<file path="src/rtl/mem_dma.sv">
// mem_dma: word-copy DMA engine for the picorv32 native memory bus.
// Register responder (SRC/DST/LEN/CTRL) plus a read-then-write bus initiator.
// Optional fill mode (CTRL.FILL) is built only when DMA_FILL_EN is defined.
//
// state | meaning
// IDLE  | waiting for START
// RD    | read request at working src, held until mem_ready
// GAP_R | one idle bus cycle after the read
// WR    | write request at working dst, held until mem_ready
// GAP_W | one idle bus cycle; finish or launch the next word
module mem_dma #(
   parameter int LEN_WIDTH = 16
) (
   input  logic        clk,
   input  logic        reset_n,
   input  logic        select,
   input  logic [3:0]  wstrb,
   input  logic [3:0]  addr,
   input  logic [31:0] data_i,
   output logic        ready,
   output logic [31:0] data_o,
   output logic        mem_valid,
   output logic [31:0] mem_addr,
   output logic [31:0] mem_wdata,
   output logic [3:0]  mem_wstrb,
   input  logic        mem_ready,
   input  logic [31:0] mem_rdata,
   output logic        irq
);

   typedef enum logic [2:0] {S_IDLE, S_RD, S_GAP_R, S_WR, S_GAP_W} state_t;

   state_t               state;
   logic [31:0]          src_reg, dst_reg;
   logic [LEN_WIDTH-1:0] len_reg;
   logic                 done_reg, ien_reg;
   logic [31:0]          src_w, dst_w, buf_w;
   logic [LEN_WIDTH-1:0] cnt_w;
   logic                 busy, reg_acc, reg_wr, start_req;
   logic [31:0]          rdata, ctrl_rd;
   logic                 fill_cfg, fill_mode;
   logic                 unused_addr;

`ifdef DMA_FILL_EN
   logic fill_reg;
   logic fill_run;
   assign fill_cfg  = fill_reg;
   assign fill_mode = fill_run;
`else
   assign fill_cfg  = 1'b0;
   assign fill_mode = 1'b0;
`endif

   assign busy        = (state != S_IDLE);
   assign reg_acc     = select && !ready;
   assign reg_wr      = reg_acc && (|wstrb);
   assign start_req   = reg_wr && (addr[3:2] == 2'd3) && data_i[0];
   assign ctrl_rd     = {27'h0, fill_cfg, ien_reg, done_reg, busy, 1'b0};
   assign irq         = done_reg && ien_reg;
   assign unused_addr = ^addr[1:0];

   // Register read mux
   always_comb begin
      rdata = 32'h0;
      case (addr[3:2])
         2'd0:    rdata = src_reg;
         2'd1:    rdata = dst_reg;
         2'd2:    rdata = {{(32-LEN_WIDTH){1'b0}}, len_reg};
         default: rdata = ctrl_rd;
      endcase
   end

   // Register port handshake: one-cycle ready pulse with read data
   always_ff @(posedge clk or negedge reset_n) begin
      if (!reset_n) begin
         ready  <= 1'b0;
         data_o <= 32'h0;
      end else begin
         ready  <= reg_acc;
         data_o <= reg_acc ? rdata : 32'h0;
      end
   end

   // Register writes and transfer FSM; DONE set is last so it wins over a clear
   always_ff @(posedge clk or negedge reset_n) begin
      if (!reset_n) begin
         state     <= S_IDLE;
         src_reg   <= 32'h0;
         dst_reg   <= 32'h0;
         len_reg   <= '0;
         done_reg  <= 1'b0;
         ien_reg   <= 1'b0;
         src_w     <= 32'h0;
         dst_w     <= 32'h0;
         buf_w     <= 32'h0;
         cnt_w     <= '0;
         mem_valid <= 1'b0;
         mem_addr  <= 32'h0;
         mem_wdata <= 32'h0;
         mem_wstrb <= 4'h0;
`ifdef DMA_FILL_EN
         fill_reg  <= 1'b0;
         fill_run  <= 1'b0;
`endif
      end else begin
         if (reg_wr) begin
            case (addr[3:2])
               2'd0: if (!busy) src_reg <= {data_i[31:2], 2'b00};
               2'd1: if (!busy) dst_reg <= {data_i[31:2], 2'b00};
               2'd2: if (!busy) len_reg <= data_i[LEN_WIDTH-1:0];
               default: begin
                  ien_reg <= data_i[3];
                  if (data_i[2]) done_reg <= 1'b0;
`ifdef DMA_FILL_EN
                  fill_reg <= data_i[4];
`endif
               end
            endcase
         end

         case (state)
            S_IDLE: begin
               if (start_req) begin
                  if (len_reg == '0) begin
                     done_reg <= 1'b1;
                  end else begin
                     src_w     <= src_reg;
                     dst_w     <= dst_reg;
                     cnt_w     <= len_reg;
                     mem_valid <= 1'b1;
`ifdef DMA_FILL_EN
                     fill_run  <= fill_reg;
`endif
                     if (fill_cfg) begin
                        // Fill pattern is the SRC register itself
                        buf_w     <= src_reg;
                        mem_addr  <= dst_reg;
                        mem_wdata <= src_reg;
                        mem_wstrb <= 4'hF;
                        state     <= S_WR;
                     end else begin
                        mem_addr  <= src_reg;
                        mem_wstrb <= 4'h0;
                        state     <= S_RD;
                     end
                  end
               end
            end
            S_RD: begin
               if (mem_ready) begin
                  buf_w     <= mem_rdata;
                  mem_valid <= 1'b0;
                  state     <= S_GAP_R;
               end
            end
            S_GAP_R: begin
               mem_valid <= 1'b1;
               mem_addr  <= dst_w;
               mem_wdata <= buf_w;
               mem_wstrb <= 4'hF;
               state     <= S_WR;
            end
            S_WR: begin
               if (mem_ready) begin
                  mem_valid <= 1'b0;
                  mem_wstrb <= 4'h0;
                  if (!fill_mode) src_w <= src_w + 32'd4;
                  dst_w     <= dst_w + 32'd4;
                  cnt_w     <= cnt_w - LEN_WIDTH'(1);
                  state     <= S_GAP_W;
               end
            end
            S_GAP_W: begin
               if (cnt_w == '0) begin
                  done_reg <= 1'b1;
                  state    <= S_IDLE;
               end else if (fill_mode) begin
                  mem_valid <= 1'b1;
                  mem_addr  <= dst_w;
                  mem_wdata <= buf_w;
                  mem_wstrb <= 4'hF;
                  state     <= S_WR;
               end else begin
                  mem_valid <= 1'b1;
                  mem_addr  <= src_w;
                  mem_wstrb <= 4'h0;
                  state     <= S_RD;
               end
            end
            default: state <= S_IDLE;
         endcase
      end
   end

endmodule

</file>
<file path="config.mk">
export PLATFORM = sky130hd
export DESIGN_NAME = mem_dma
export DESIGN_NICKNAME = d
export VERILOG_FILES = /design/src/rtl/mem_dma.sv
export SDC_FILE = /design/constraint.sdc
export NUM_CORES = 1
export LEC_CHECK = 0
export CAP_MARGIN = 20
export CELL_PAD_IN_SITES_DETAIL_PLACEMENT = 2
export CELL_PAD_IN_SITES_GLOBAL_PLACEMENT = 2
export CORE_UTILIZATION = 35
export DETAILED_ROUTE_END_ITERATION = 10
export DONT_BUFFER_PORTS = 1
export PLACE_DENSITY_LB_ADDON = 0.3
export SLEW_MARGIN = 15
export SYNTH_ARGS = -nofsm -noshare
export SYNTH_HDL_FRONTEND = slang
export SYNTH_SLANG_ARGS = --single-unit
export TNS_END_PERCENT = 5
</file>
<file path="constraint.sdc">
create_clock -name clk -period 5.9 [get_ports clk]
set_clock_uncertainty 0.1 [all_clocks]
set_input_delay 0.59 -clock clk [delete_from_list [all_inputs] [get_ports clk]]
set_output_delay 0.59 -clock clk [all_outputs]
set_load 0.02 [all_outputs]
</file>
Yosys cells after proc, flatten, opt, wreduce, memory -nomap -nowiden
Cells that the tools add are included. Widths: inputs -> output; s select.

Register bits after elaboration: 295. Input port bits: 76. Output and inout bits: 103. Logic and storage cells: 101.

Add/sub/neg operators: 3. Equality and inequality tests: 13. Muxes and demuxes: 39. Bitwise logic cells: 2. Reduce and logical (&&, ||, !) cells: 28.

Operator list (count): $mux 32 (8); $pmux 32 s3 (2); $pmux 32 s2 (2); $add 32x3->32 const B (2); $mux 16 (3); $logic_not 16->1 (2); $pmux 16 s2 (1); $mux 4 (4); $pmux 4 s4 (1); $sub 16x1->16 const B (1); $pmux 3 s5 (1); $mux 3 (4); $reduce_and 4->1 (3); $mux 1 (11); $ne 2x2->1 const B (5); $reduce_and 5->1 (2); $reduce_and 3->1 (3); $reduce_bool 4->1 (2); $eq 3x2->1 const B (2); $reduce_bool 3->1 (2); $logic_and 1x1->1 (5); $eq 2x2->1 const B (2); $pmux 1 s4 (1); $reduce_and 2->1 (2); other kinds (13) (14).

Logic depth before layout (Yosys ltp)
Gate-level depths: netlist of run 1.

Depth after elaboration: 7. Gate-level depth with buffers: 9.

Worst setup path before layout of run 1
Ideal clock, no wire load.

Path kind: input to register. From: input port wstrb[1]. To: register mem_addr[29]. Setup time: 0.125 ns. Arrival: 2.122 ns. Required time: 5.675 ns. Slack: 3.553 ns. Cell stages on the path: 7. Path buffers: 2. Cells stage by stage: nor4_2 > nor3_1 > o22ai_1 > a2111o_1 > buf_4 > buf_6 > mux2_4.

Cells in the longest elaborated chain, start to end: 6.

Ends and longest elaborated chain: start: declaration (RTL line 17) `input logic [3:0] wstrb,`; $reduce_or 4->1 (RTL line 56) `assign reg_wr = reg_acc && (|wstrb);`; $logic_and 1x1->1 (RTL line 56); $logic_and 1x1->1 (2 in a row) (RTL line 57) `assign start_req = reg_wr && (addr[3:2] == 2'd3) && data_i[0];`; $ne 2x2->1 (no line); $reduce_and 4->1 (no line); end signal: assignment (RTL line 137) `mem_addr <= dst_reg;`; end signal: assignment (RTL line 142) `mem_addr <= src_reg;`; end signal: assignment (RTL line 158) `mem_addr <= dst_w;`; end: declaration (RTL line 23) `output logic [31:0] mem_addr,`.

No other way between the ends. A chain may end at the register's enable or synchronous reset.

Worst setup path in the final report of run 1
From: register len_reg[13]. To: register mem_addr[31].

Cells in the longest elaborated chain, start to end: 3.

Ends and longest elaborated chain: start: declaration (RTL line 35) `logic [LEN_WIDTH-1:0] len_reg;`; start signal: assignment (RTL line 110) `2'd2: if (!busy) len_reg <= data_i[LEN_WIDTH-1:0];`; $logic_not 16->1 (RTL line 124) `if (len_reg == '0) begin`; $ne 2x2->1 (no line); $reduce_and 4->1 (no line).

No other way between the ends.

==> results of run 1 <==
## layout make-up
class                   instances  area [µm²]  share of cell area [%]
clock buffers                  48       985.9                   6.509
clock inverters                14       176.4                   1.165
inverters                      40       150.1                  0.9912
multi-input cells             822        5891                   38.89
flip-flops and latches        287        7182                   47.41
well taps                     511       639.4                   4.221
repair buffers                 16       122.6                  0.8095
## cells in the final DEF (no fill, tap or decap), types with 4 or more instances in the layout
cell type and count:
nor2_1 104, and3_1 9, clkbuf_1 8, a22oi_1 15, nand2_1 63, a2bb2oi_1 28, o22ai_1 24, and2_1 6
mux2i_1 53, buf_4 15, clkbuf_16 36, o22a_1 14, o21a_1 4, nor3_1 15, a22o_1 26, mux2_2 133
nand4_1 19, ha_1 4, o21ai_0 53, nand3_1 42, nor2b_1 4, nor4_2 5, inv_1 40, nor4_1 13
clkbuf_8 4, a21oi_1 104, a31oi_1 16, dfrtp_1 287, mux2_4 12, clkinvlp_4 5, or3_1 5
## layer usage
layer | share of wire (%) | routed length, µm
met1 | 44 | 18200
met2 | 47 | 19580
met3 | 7.4 | 3091
met4 | 1.8 | 741
met5 | 0 | 0
## where the power goes
part           total (µW)  switching (µW)  internal, µW
Combinational        2890            1520          1360
Sequential           4130            1270          2860
Clock                2190             881          1310
Total                9200            3670          5530
## final timing paths
kind | to | slack [ns] | cells after the start | from
min | data_o[15] | -0.36 | 0 | reset_n
max reg2reg | mem_addr[31] | 2.31 | 6 | len_reg[13]
max in group asynchronous | mem_addr[22] | 5.42 | 0 | reset_n
min in group clk | data_o[1] | 0.05 | 1 | addr[2]
max | mem_addr[31] | 2.31 | 6 | len_reg[13]
min reg2reg | buf_w[3] | 0.40 | 1 | buf_w[3]
## per-stage QoR
step / instance area (µm²) / hold slack (ns) / setup WS [ns] / cells / total power (µW)
2_1_floorplan: 13610 / 0.1944 / 3.553 / 1241 / 6121
3_3_place_gp: 13970 / 0.2035 / 2.498 / 1674 / 6866
3_5_place_dp: 13970 / 0.2034 / 2.461 / 1674 / 7054
4_1_cts: 15140 / -0.3812 / 2.461 / 1737 / 9332
5_1_grt: 15150 / -0.3786 / 2.305 / 1738 / 9801
6_report: 15150 / -0.3586 / 2.314 / 1738 / 9203
## what timing repair did
item / 4_1_cts / 5_1_grt
setup endpoints to repair: 0 / 0
endpoints found under the hold margin: 288 / 287
setup buffers: 0 / 0
resized for setup: 0 / 0
## logic make-up after synthesis
group	synth area share, %
compound gates	14.50
fa+ha+maj	0.3678
buf+inv	4.294
flops	52.78
mux	16.64
simple gates	11.41
==> flow_metrics.tcl, run 1 <==
set metrics [dict create \
    ir_worst_vdd_uv 337.1 \
    grt_setup_unrepaired "false" \
    crit_family "simple AND/OR/NAND/NOR gates" \
    path_clk_slew_ns 0.06 \
    met2_usage_pct 34.48 \
    whs_ns -0.3586 \
    routedWlPerCell_um 23.94 \
    async_flop_share_pct 100.0 \
    clkSinkCount 287 \
    finalHoldViolCount 287 \
    first_iter_violations 513 \
    hold_class "in2async" \
    die_x_um 199.2 \
    syn_area_mm2 0.01361 \
    status "finished with violations" \
    hold_buffers 1 \
    grt_use_met3_pct 6.397 \
    power_leakage_uw 0.006465 \
    cp-start-kind "flop" \
    path_cells "nor4_1 > nand3_1 > o22ai_1 > a2111o_2 > buf_4 > mux2_2" \
    tns_ns 0 \
    ant_nets 0 \
    max_freq_ghz 0.2788 \
    num_rows 71 \
    endpoint_kind "flop" \
    drc_errors 0 \
    wirelength_um 41610 \
    final_layout_size_suffix_gt1_share_pct 19.56 \
    yosysWarnings 0 \
    synth_area_leaders "dfrtp_1 53%, mux2_2 11%, mux2i_1 3.9%" \
    crit_type "reg2reg" \
    crit_slowest_cell "nor4_1" \
    syn_inst 1241 \
    critPathMaxStageDelay_ns 0.83 \
    firstDrtPassIters 4 \
    critPathBufInv 1 \
    use_met1_pct 28.19 \
    failed_checks "hold timing" \
    synth_edf_count 0 \
    gr-total-overflow 0 \
    num_antenna_cells 0 \
    ys_types 58 \
    synth_nets 1321 \
    grt_max_degree 288 \
    synth_common_cells "287 x dfrtp_1, 133 x mux2_2, 106 x nor2_1" \
    htreeDepth 2 \
    cts-root-buf "clkbuf_16" \
    post-route-util_pct 39.93 \
    ios 179 \
    cp.arrival_ns 3.91 \
    clk_path_buf_depth 3 \
    slew_violations 0 \
    grt_pass1_wl_um 65360 \
    track_usage_pct 21.60 \
    dieArea_mm2 0.03967 \
    fillers 3970 \
    clk_latency_ns 0.55 \
    synth-seq-area-share_pct 52.78 \
    power_density_mw_per_mm2 607.6 \
    synth.avg_cell_area_um2 10.96 \
    max_cap_violations 0 \
    grt_busiest_layer "met2" \
    start_util_pct 35.87 \
    place.port_buffers 0 \
    period_share_pct 60.79 \
    ys_ff_latch 287 \
    synth_area_leader_cell "dfrtp_1" \
    core_area_mm2 0.03793 \
    dp_hpwl_um 26430 \
    yosysMostFrequentCell "dfrtp_1" \
    vias 9808 \
    num-nets-final 1282 \
    setup_viol 0 \
    cts_tree "yes" \
    antenna_found_initial 0 \
    gp_congestion 0.7896 \
    cts_buffers 35 \
    syn_to_final_growth_pct 11.32 \
    grt_pass1_vias 10880 \
    top_regs "buf_w: 32 flops, data_o: 32 flops, mem_wdata: 32 flops" \
    die_h_um 199.2 \
    synthFlopType "dfrtp_1" \
    relSlewSlack_pct 30.60 \
    fin_crit_ns 3.586 \
    crit_fanout 20 \
    worstMarginPinSlew_ns 1.041 \
    synth.top_cell.area_share_pct 52.78 \
    avgViaCountPerCell 5.643 \
    worstPathRequired_ns 6.22 \
]
Note: power is estimated with default switching activity, not from simulation.
==> run 2, diff against run 1 <==
==> constraint.sdc (replaced) <==
create_clock -name clk -period 3.2 [get_ports clk]
set_clock_uncertainty 0.1 [all_clocks]
set_input_delay 0.32 -clock clk [delete_from_list [all_inputs] [get_ports clk]]
set_output_delay 0.32 -clock clk [all_outputs]
set_load 0.02 [all_outputs]
==> flow_metrics.tcl, run 2 (synthesis results as in run 1) <==
set metrics [dict create \
    core_area_mm2 0.03793 \
    cts_tree "yes" \
    grt_pass1_vias 11631 \
    grt_max_degree 288 \
    crit_type "reg2reg" \
    crit_fanout 16 \
    num-nets-final 1363 \
    drc_errors 0 \
    die_h_um 199.2 \
    track_usage_pct 22.74 \
    cp.arrival_ns 3.05 \
    vias 10190 \
    grt_pass1_wl_um 69010 \
    start_util_pct 35.87 \
    place.port_buffers 0 \
    power_leakage_uw 0.006876 \
    final_common_cell "dfrtp_1" \
    max_freq_ghz 0.3672 \
    cp-start-kind "flop" \
    clk_latency_ns 0.55 \
    mostFrequentLayoutCells "287 x dfrtp_1, 133 x mux2_2, 104 x nor2_1, 104 x a21oi_1, 69 x dlygate4sd3_1" \
    setup_viol 0 \
    tns_ns 0 \
    num_rows 71 \
    layout.cells.non_filler 1823 \
    dieArea_mm2 0.03967 \
    die_x_um 199.2 \
    critPathMaxStageDelay_ns 0.99 \
    slew_violations 0 \
    failed_checks "hold timing" \
    whs_ns -0.6358 \
    gr-total-overflow 0 \
    hold_class "in2async" \
    status "finished with violations" \
    cts-root-buf "clkbuf_16" \
    cts_buffers 36 \
    ant_nets 0 \
    fin_crit_ns 2.724 \
    htreeDepth 2 \
    ios 179 \
    path_cells "or3_4 > or4_1 > mux2_4" \
    postPlaceCellArea_mm2 0.01411 \
    syn_to_final_growth_pct 17.89 \
    dp_cells 1686 \
    ir_worst_vdd_uv 532.7 \
    post-cts-setup-buffers 0 \
    clk_path_buf_depth 3 \
    max_cap_violations 0 \
    worstMarginPinSlew_ns 1.050 \
    hold_buffers 70 \
    relSlewSlack_pct 29.85 \
    period_share_pct 85.11 \
    clkSinkCount 287 \
    power_density_mw_per_mm2 1091 \
    finalHoldViolCount 287 \
    gp_congestion 0.7814 \
    cts_resized 0 \
    final_layout_size_suffix_gt1_share_pct 19.25 \
    endpoint_kind "flop" \
    first_iter_violations 456 \
    top_regs "buf_w: 32 flops, data_o: 32 flops, mem_wdata: 32 flops" \
    firstDrtPassIters 4 \
    critPathBufInv 0 \
    wirelength_um 43630 \
    antenna_found_initial 3 \
    path_clk_slew_ns 0.06 \
    crit_family "simple AND/OR/NAND/NOR gates" \
    grt_setup_unrepaired "false" \
    worstPathRequired_ns 3.53 \
    dp_hpwl_um 27190 \
    crit_slowest_cell "or4_1" \
    routedWlPerCell_um 23.93 \
    avgViaCountPerCell 5.590 \
    fin_area_mm2 0.01604 \
]
-- run 2: cell types whose count changed in the layout (fill, tap and decap cells not counted), moves of 3 or more --
cell           change
buf_4              +6
dlygate4sd3_1     +68
buf_12             +6
clkinvlp_4         -4
diode_2            +3
-- run 2: per-layer routing --
layer  share of wire, %  GRT usage [%]  vias up
met2                 47          36.42      231
met5                  0              0        -
li1                   -              -     4603
met4                2.7          8.177        0
met3                5.6          5.485       67
met1                 45          29.84     5289
-- run 2: area by class of cell --
type                    count  area [µm²]
diodes                      3       7.507
clock buffers              53        1046
clock inverters            11       165.2
fillers                  3853       21890
inverters                  40       150.1
multi-input cells         822        5882
flip-flops and latches    287        7182
well taps                 511       639.4
repair buffers             96       968.4
-- run 2: worst reg2reg max path, stage by stage (launching register included) --
cell and delay (ns):
dfrtp_1 0.53, or3_4 0.50, or4_1 0.99, mux2_4 0.48
-- run 2: worst paths after layout --
check | startpoint | cells after the start | endpoint | slack (ns)
hold reg to reg | buf_w[2] | 1 | buf_w[2] | 0.40
setup / recovery | state[1] | 3 | len_reg[12] | 0.48
setup reg to reg | state[1] | 3 | len_reg[12] | 0.48
min in group clk | addr[2] | 4 | data_o[11] | 0.04
hold / removal | reset_n | 0 | data_o[15] | -0.64
max in group asynchronous | reset_n | 0 | src_w[26] | 3.12
-- run 2: where the power goes --
part	switching [µW]	internal, µW	total, µW	leakage (µW)
combinational	2940	2700	5640	0.00277
clock	1640	2590	4230	0.000592
sequential	2360	5270	7630	0.00352
total	6950	10600	17500	0.00688
-- run 2: through the flow --
| stage | hold WS [ns] | setup WS [ns] | utilization [%] | total power [µW] |
|---|---|---|---|---|
| 2_1_floorplan | -0.07559 | 1.035 | - | 11280 |
| 3_3_place_gp | -0.06736 | 0.5382 | 37.20 | 12830 |
| 3_5_place_dp | -0.06801 | 0.4820 | 37.20 | 13160 |
| 4_1_cts | -0.6592 | 0.4514 | 42.27 | 17610 |
| 5_1_grt | -0.6515 | 0.2915 | 42.29 | 18590 |
| 6_report | -0.6358 | 0.4765 | 42.29 | 17510 |
==> run 3, diff against run 2 <==
--- a/config.mk
+++ b/config.mk
@@ -8,7 +8,7 @@
 export CAP_MARGIN = 20
 export CELL_PAD_IN_SITES_DETAIL_PLACEMENT = 2
 export CELL_PAD_IN_SITES_GLOBAL_PLACEMENT = 2
-export CORE_UTILIZATION = 35
+export CORE_UTILIZATION = 38
 export DETAILED_ROUTE_END_ITERATION = 10
 export DONT_BUFFER_PORTS = 1
 export PLACE_DENSITY_LB_ADDON = 0.3
==> flow_metrics.tcl, run 3 (synthesis results as in run 1) <==
set metrics [dict create \
    status "finished with violations" \
    failed_checks "hold timing" \
    dp_hpwl_um 27100 \
    worstPathRequired_ns 3.49 \
    track_usage_pct 24.80 \
    endpoint_kind "flop" \
    first_iter_violations 443 \
    clkSinkCount 287 \
    num_rows 68 \
    relSlewSlack_pct 26.02 \
    avgViaCountPerCell 5.845 \
    place.port_buffers 0 \
    wl_met2_um 21730 \
    max_cap_violations 0 \
    grt_max_degree 288 \
    fin_area_mm2 0.01582 \
    final_common_cell "dfrtp_1" \
    wl_met3_um 2488 \
    cts_buffers 34 \
    max_freq_ghz 0.3678 \
    core_area_mm2 0.03488 \
    die_x_um 191.2 \
    post-cts-setup-buffers 0 \
    ios 179 \
    slew_violations 0 \
    antenna_found_initial 2 \
    setup_viol 0 \
    whs_ns -0.5942 \
    syn_to_final_growth_pct 16.29 \
    grt_pass1_vias 11710 \
    die_h_um 191.2 \
    cp.arrival_ns 3.01 \
    worstMarginPinSlew_ns 1.107 \
    hold_class "in2async" \
    postPlaceCellArea_mm2 0.01405 \
    route.layer.met1.wl_um 18880 \
    grt_pass1_wl_um 69520 \
    gp_congestion 0.7798 \
    period_share_pct 84.97 \
    firstDrtPassIters 4 \
    hold_buffers 70 \
    clk_latency_ns 0.52 \
    fillers 3516 \
    ir_worst_vdd_uv 652.8 \
    crit_type "reg2reg" \
    fin_crit_ns 2.719 \
    clk_path_buf_depth 3 \
    cts_resized 0 \
    cp-start-kind "flop" \
    cts-root-buf "clkbuf_16" \
    gr-total-overflow 0 \
    cts_tree "yes" \
    wirelength_um 44190 \
    grt_setup_unrepaired "false" \
    top_regs "buf_w: 32 flops, data_o: 32 flops, mem_wdata: 32 flops" \
    path_clk_slew_ns 0.06 \
    vias 10282 \
    topRoutingLayerUsed "met4" \
    crit_fanout 16 \
    finalHoldViolCount 287 \
    dieArea_mm2 0.03657 \
    ant_nets 0 \
    drc_errors 0 \
    start_util_pct 39.01 \
    final_layout_size_suffix_gt1_share_pct 19.03 \
    tns_ns 0 \
    routedWlPerCell_um 25.12 \
    power_density_mw_per_mm2 1083 \
    power_leakage_uw 0.006812 \
    mostFrequentLayoutCells "287 x dfrtp_1, 133 x mux2_2, 104 x nor2_1, 104 x a21oi_1, 69 x dlygate4sd3_1" \
    num-nets-final 1360 \
    htreeDepth 2 \
]
-- run 3: cell types whose count changed in the layout (fill, tap and decap cells not counted), sizes merged --
cell | before | now
inv | 42 | 41
clkbuf | 53 | 51
clkinv | 4 | 7
diode | 3 | 1
clkinvlp | 1 | 0
buf | 27 | 26
bufinv | 4 | 0
-- run 3: final timing paths --
kind / start / endpoint / slack, ns / depth (start not counted)
max: state[1] / len_reg[13] / 0.48 / 3
min: reset_n / data_o[10] / -0.59 / 0
max reg2reg: state[1] / len_reg[13] / 0.48 / 3
min reg2reg: buf_w[0] / buf_w[0] / 0.41 / 1
max in group asynchronous: reset_n / dst_w[30] / 2.70 / 0
min in group clk: addr[3] / data_o[12] / 0.04 / 3
-- run 3: routing by layer --
layer | track usage [%] | vias up
met5 | 0 | -
met4 | 7.357 | 0
met3 | 5.691 | 71
met2 | 42.17 | 258
met1 | 31.27 | 5347
li1 | - | 4606
-- run 3: power by group --
part	internal (µW)	total, µW	switching [µW]	leakage, µW
sequential	5270	7690	2430	0.00352
combinational	2710	5680	2980	0.00276
clock	2190	3750	1560	0.000530
-- run 3: cell type report --
cell class | instances | area (µm²) | area share [%]
well taps | 455 | 569.3 | 3.598
clock buffers | 51 | 1016 | 6.421
inverters | 40 | 150.1 | 0.9489
diodes | 1 | 2.502 | 0.01582
repair buffers | 95 | 973.4 | 6.152
flip-flops and latches | 287 | 7182 | 45.39
multi-input cells | 822 | 5882 | 37.17
clock inverters | 8 | 47.55 | 0.3005
-- run 3: metrics by stage --
stage	cells	power, µW	utilization (%)	setup slack, ns	hold slack (ns)
floorplan	1241	11280	-	1.035	-0.07559
global placement	1629	12760	40.27	0.5663	-0.06760
detailed placement	1629	13160	40.27	0.5315	-0.06565
CTS	1758	17150	45.35	0.4788	-0.6085
global route	1759	18170	45.36	0.2561	-0.6129
finish	1759	17130	45.36	0.4809	-0.5942
-- run 3: critical path, cell delays in order, from the launching register on --
cell and delay, ns:
dfrtp_1 0.53, or3_4 0.50, or4_1 0.98, mux2_4 0.46
